--- src/rtl/bcd_pkg.sv ---
// Shared constants and types for the BCD-to-binary converter.
// BCD2BIN_CHECK_EN (optional) enables digit validation in bcd4_to_bin.
package bcd_pkg;

   localparam int unsigned DIG_W = 4;
   localparam int unsigned N_DIG = 4;
   localparam int unsigned TEN   = 10;

   typedef enum logic {
      IDLE,
      CONV
   } state_t;

   function automatic logic digit_bad(input logic [DIG_W-1:0] d);
      return d >= DIG_W'(TEN);
   endfunction

endpackage

--- src/rtl/bcd_mac10.sv ---
// Combinational datapath step: sum = acc*10 + digit, modulo 2^VW.
module bcd_mac10
   import bcd_pkg::*;
#(
   parameter int unsigned VW = 14
) (
   input  logic [VW-1:0]    acc_i,
   input  logic [DIG_W-1:0] digit_i,
   output logic [VW-1:0]    sum_o
);

   always_comb begin
      sum_o = (acc_i << 3) + (acc_i << 1) + {{(VW-DIG_W){1'b0}}, digit_i};
   end

endmodule

--- src/rtl/bcd4_to_bin.sv ---
// Sequential 4-digit BCD to binary converter, one digit per cycle.
// Define BCD2BIN_CHECK_EN to flag captured digits greater than 9.
module bcd4_to_bin
   import bcd_pkg::*;
#(
   parameter int unsigned VW = 14
) (
   input  logic             clk,
   input  logic             rst,
   input  logic [DIG_W-1:0] A,
   input  logic [DIG_W-1:0] B,
   input  logic [DIG_W-1:0] C,
   input  logic [DIG_W-1:0] D,
   input  logic             start,
   output logic             ready,
   output logic [VW-1:0]    value,
   output logic             err
);

   state_t                        state_q, state_d;
   logic [1:0]                    cnt_q, cnt_d;
   logic [VW-1:0]                 acc_q, acc_d;
   logic [VW-1:0]                 value_q, value_d;
   logic [N_DIG-1:0][DIG_W-1:0]   dig_q, dig_d;
   logic [VW-1:0]                 mac_sum;
`ifdef BCD2BIN_CHECK_EN
   logic                          bad_q, bad_d;
   logic                          err_q, err_d;
`endif

   bcd_mac10 #(.VW(VW)) u_mac (
      .acc_i   (acc_q),
      .digit_i (dig_q[cnt_q]),
      .sum_o   (mac_sum)
   );

   always_comb begin
      state_d = state_q;
      cnt_d   = cnt_q;
      acc_d   = acc_q;
      value_d = value_q;
      dig_d   = dig_q;
`ifdef BCD2BIN_CHECK_EN
      bad_d   = bad_q;
      err_d   = err_q;
`endif
      case (state_q)
         IDLE: begin
            if (start) begin
               // A is consumed first, so it sits at index 0
               dig_d   = {D, C, B, A};
               acc_d   = '0;
               cnt_d   = '0;
               state_d = CONV;
`ifdef BCD2BIN_CHECK_EN
               bad_d   = digit_bad(A) | digit_bad(B) | digit_bad(C) | digit_bad(D);
`endif
            end
         end
         CONV: begin
            acc_d = mac_sum;
            cnt_d = cnt_q + 2'd1;
            if (cnt_q == 2'd3) begin
               state_d = IDLE;
`ifdef BCD2BIN_CHECK_EN
               value_d = bad_q ? '0 : mac_sum;
               err_d   = bad_q;
`else
               value_d = mac_sum;
`endif
            end
         end
         default: state_d = IDLE;
      endcase
   end

   always_ff @(posedge clk) begin
      if (rst) begin
         state_q <= IDLE;
         cnt_q   <= '0;
         acc_q   <= '0;
         value_q <= '0;
         dig_q   <= '0;
`ifdef BCD2BIN_CHECK_EN
         bad_q   <= 1'b0;
         err_q   <= 1'b0;
`endif
      end else begin
         state_q <= state_d;
         cnt_q   <= cnt_d;
         acc_q   <= acc_d;
         value_q <= value_d;
         dig_q   <= dig_d;
`ifdef BCD2BIN_CHECK_EN
         bad_q   <= bad_d;
         err_q   <= err_d;
`endif
      end
   end

   assign ready = (state_q == IDLE);
   assign value = value_q;
`ifdef BCD2BIN_CHECK_EN
   assign err   = err_q;
`else
   assign err   = 1'b0;
`endif

endmodule

--- config.mk ---
export PLATFORM = sky130hd
export DESIGN_NAME = bcd4_to_bin
export DESIGN_NICKNAME = d
export VERILOG_FILES = /design/src/rtl/bcd_pkg.sv /design/src/rtl/bcd_mac10.sv /design/src/rtl/bcd4_to_bin.sv
export SDC_FILE = /design/constraint.sdc
export NUM_CORES = 1
export LEC_CHECK = 0
export ABC_AREA = 1
export CAP_MARGIN = 10
export CORE_ASPECT_RATIO = 0.8
export CORE_MARGIN = 5
export CORE_UTILIZATION = 41
export CTS_CLUSTER_SIZE = 12
export DETAILED_ROUTE_END_ITERATION = 10
export GPL_TIMING_DRIVEN = 1
export HOLD_SLACK_MARGIN = 0.08
export PLACE_DENSITY = 0.6
export SETUP_SLACK_MARGIN = 0.3
export SYNTH_ARGS = -nofsm -noshare
export SYNTH_HDL_FRONTEND = slang
export SYNTH_SLANG_ARGS = --single-unit
--- constraint.sdc ---
create_clock -name clk -period 6.15 [get_ports clk]
set_input_delay 1.845 -clock clk [delete_from_list [all_inputs] [get_ports clk]]
set_output_delay 1.845 -clock clk [all_outputs]
set_load 0.005 [all_outputs]
==> flow_metrics.py <==
metrics = {
    "outcome": {
        "status": "finished, final reports clean",
    },
    "clocking": {
        "htreeDepth": 2,
        "ctsResizeCount": 0,
        "cts_hold_buf": 0,
        "cts_tree": "done",
        "cts_buffers": 5,
        "clk_latency_ns": 0.30,
        "clockBufferDepth": 2,
        "path_clk_slew_ns": 0.09,
        "cts_setup_buffers": 0,
        "clock-sinks": 46,
        "clockRootBuffer": "clkbuf_8",
    },
    "synth": {
        "syn_avg_cell_area_sq_um": 7.23,
        "ys_seq_area_share_pct": 36.6,
        "synth_top_area_share_pct": 36.6,
        "synthTopCellsByArea": "dfxtp_1, nand2_1, ha_1",
        "syn_inst": 348,
        "synthDistinctLibCells": 33,
        "yosysTopAreaCell": "dfxtp_1",
        "syn-num-nets": 392,
        "yosys_warnings": 0,
        "synth-seq-cells": 46,
        "syn-cell-area_sq_mm": 0.00252,
    },
    "final_layout": {
        "nNetsFinal": 420,
        "layout-drive-gt1-share_pct": 5.04,
        "antennaDiodeCount": 0,
        "area_growth_pct": 19.2,
        "multi_input_area_sq_mm": 0.00141,
        "fillerInstances": 583,
        "ff_latch_area_sq_um": 921,
    },
    "timing": {
        "rsz0062_at_grt": "no",
        "clock_skew_ns": 0.00683,
        "finalSetupViolations": 0,
        "fin_crit_ns": 3.59,
        "max_freq_mhz": 279,
        "worst_pin_slew_ns": 0.757,
        "final-max-slew-violation-count": 0,
        "tns_ns": 0,
        "post-route-period-util_pct": 58.3,
        "hold_violations": 0,
        "slew_headroom_pct": 49.4,
    },
    "route": {
        "drcViolationCount": 0,
        "wl_per_cell_um": 12.8,
        "drtIter0Drc": 140,
        "drt-total-wl_mm": 5.86,
        "drtAntennaViolNets": 0,
        "dr.pass1.iters": 4,
        "vias_per_cell": 4.80,
        "num_vias": 2199,
    },
    "setup_path": {
        "worstPathRequired_ns": 4.30,
        "critPathMaxStageDelay_ns": 0.78,
        "rr_startpoint": "cnt_q[0]$_SDFFE_PP0P_",
        "critPathKind": "flip-flop to primary output",
        "endpoint": "ready",
        "critPathCaptureType": "primary output",
        "cp_slowest_cell": "dfxtp_1",
        "cp-start-kind": "flip-flop",
        "reg2reg_depth": 13,
        "crit_fanout": 17,
        "worstPathArrival_ns": 1.74,
        "cp-startpoint": "state_q$_SDFF_PP0_",
        "r2r_setup_slack_ns": 3.03,
        "path_buf_inv": 2,
        "cp.depth": 2,
        "path_cells": "inv_1 -> clkdlybuf4s50_1",
        "reg2reg_to": "acc_q[6]$_SDFFE_PP0P_",
        "critical-path-top-delay-family": "flip-flops",
    },
    "grt": {
        "grt_pass1_wl_mm": 10.2,
        "antenna_found_initial": 0,
        "grt_max_degree": 20,
        "gr-total-overflow": 0,
        "grt_pass1_vias": 2140,
        "grt_use_total_pct": 16.3,
    },
    "power": {
        "total_power_uw": 639,
        "leakagePower_nw": 1.43,
        "ir_drop_uv": 166,
        "powerDensity_mw_per_mm2": 213,
    },
    "floorplan": {
        "ioPinCount": 35,
        "die_h_um": 80.1,
        "dieWidth_um": 97.6,
        "dieArea_sq_mm": 0.00782,
        "num_rows": 25,
        "core_area_sq_mm": 0.00594,
        "start_util_pct": 42.4,
    },
    "place": {
        "io_buffers": 33,
        "place_congestion": 0.808,
        "dp_hpwl_mm": 4.55,
    },
    "worst_hold_path": {
        "hp-class": "flip-flop to flip-flop",
    },
    "run": {
        "drv_cap": 0,
    },
}
## per-layer routing
metal  global-route usage, %  vias up  wire length (um)
li1                        -     1183                 -
met1                    25.6      974              3400
met2                    22.4       40              2160
met3                    2.95        2               270
met4                    4.15        0                29
met5                       0        -                 0
## placed cells by master (no fill, tap or decap), types with 5 or more instances in the layout
cell type,count
nand2_1,91
nor2_1,46
dfxtp_1,46
clkdlybuf4s50_1,33
inv_1,31
nand3_1,24
ha_1,23
o21ai_0,20
a21oi_1,18
a22o_1,5
clkbuf_8,5
## layout make-up
cell class | count | share of cell area (%)
inverters | 33 | 4.13
repair buffers | 33 | 11.0
well taps | 81 | 3.38
multi-input cells | 257 | 46.9
clock inverters | 3 | 1.63
clock buffers | 5 | 2.29
flip-flops and latches | 46 | 30.7
## cells by family after synthesis
family / synth area share, %
buffers and inverters: 7.55
DFF: 36.6
xor gates and xnor gates: 1.39
other: 0.149
adders and majority gates: 13.0
AOI/OAI and AO/OA: 12.1
and+or+nand+nor: 29.2
## flip-flops by register name (all words and copies together) (netlist names)
name / count
dig_q: 16
value: 14
acc_q: 13
cnt_q: 2
state_q: 1
## worst register-to-register path: cells and delay by family (launching register included)
| family | cells | cell delay [ns] |
|---|---|---|
| and+or+nand+nor | 3 | 0.30 |
| DFF | 1 | 0.54 |
| xor gates and xnor gates | 1 | 0.27 |
| adders and majority gates | 3 | 0.90 |
| AOI/OAI and AO/OA | 3 | 0.51 |
| buffers and inverters | 3 | 0.53 |
## power by group
part,leakage [nW],internal [mW],switching (mW)
clock,0.0563,0.124,0.108
combinational,0.995,0.0360,0.0490
sequential,0.375,0.310,0.0116
total,1.43,0.470,0.169
## synthesized netlist by cell type
| cell type | instances |
|---|---|
| nor3_1 | 2 |
| o21ai_1 | 1 |
| nand2_2 | 1 |
| buf_1 | 1 |
| nand3_2 | 1 |
| nand4_1 | 2 |
| a21boi_0 | 1 |
| or2_2 | 2 |
| nor2_2 | 2 |
| clkbuf_1 | 2 |
| inv_1 | 31 |
| nor2_1 | 46 |
| o21ai_0 | 20 |
| clkinv_1 | 1 |
| conb_1 | 1 |
| nand3_1 | 24 |
| a21oi_2 | 2 |
| buf_4 | 4 |
| inv_2 | 1 |
| a21oi_1 | 18 |
| buf_2 | 5 |
| a22o_1 | 5 |
| nand2_1 | 91 |
| dfxtp_1 | 46 |
| xnor2_1 | 2 |
| a211oi_1 | 1 |
| xor2_1 | 2 |
| a32o_1 | 2 |
| ha_1 | 23 |
| nand3b_1 | 2 |
| fa_1 | 2 |
| nor2_4 | 2 |
| o22ai_1 | 2 |
## through the flow
stage / util (%) / hold WS, ns / setup WS [ns] / cell area, sq um / cells
3_3_place_gp: 48.5 / 0.440 / 2.44 / 2880 / 450
6_report: 50.5 / 0.458 / 2.56 / 3000 / 458
4_1_cts: 50.5 / 0.459 / 2.52 / 3000 / 458
3_5_place_dp: 48.5 / 0.443 / 2.45 / 2880 / 450
2_1_floorplan: - / 0.443 / 3.57 / 2520 / 348
5_1_grt: 50.5 / 0.496 / 2.47 / 3000 / 458
## how the worst min path moves through the flow
| stage | to | from | cells past startpoint | slack (ns) |
|---|---|---|---|---|
| 2_1_floorplan | acc_q[12]$_SDFFE_PP0P_ | acc_q[12]$_SDFFE_PP0P_ | 2 | 0.44 |
| 3_3_place_gp | value[13]$_SDFFE_PP0P_ | value[13]$_SDFFE_PP0P_ | 2 | 0.44 |
| 3_5_place_dp | value[11]$_SDFFE_PP0P_ | value[11]$_SDFFE_PP0P_ | 2 | 0.44 |
| 4_1_cts | value[11]$_SDFFE_PP0P_ | value[11]$_SDFFE_PP0P_ | 2 | 0.46 |
| 5_1_grt | value[12]$_SDFFE_PP0P_ | value[12]$_SDFFE_PP0P_ | 2 | 0.50 |
| 6_report | value[11]$_SDFFE_PP0P_ | value[11]$_SDFFE_PP0P_ | 2 | 0.46 |
No activity file was read; power rests on OpenSTA's default activity.
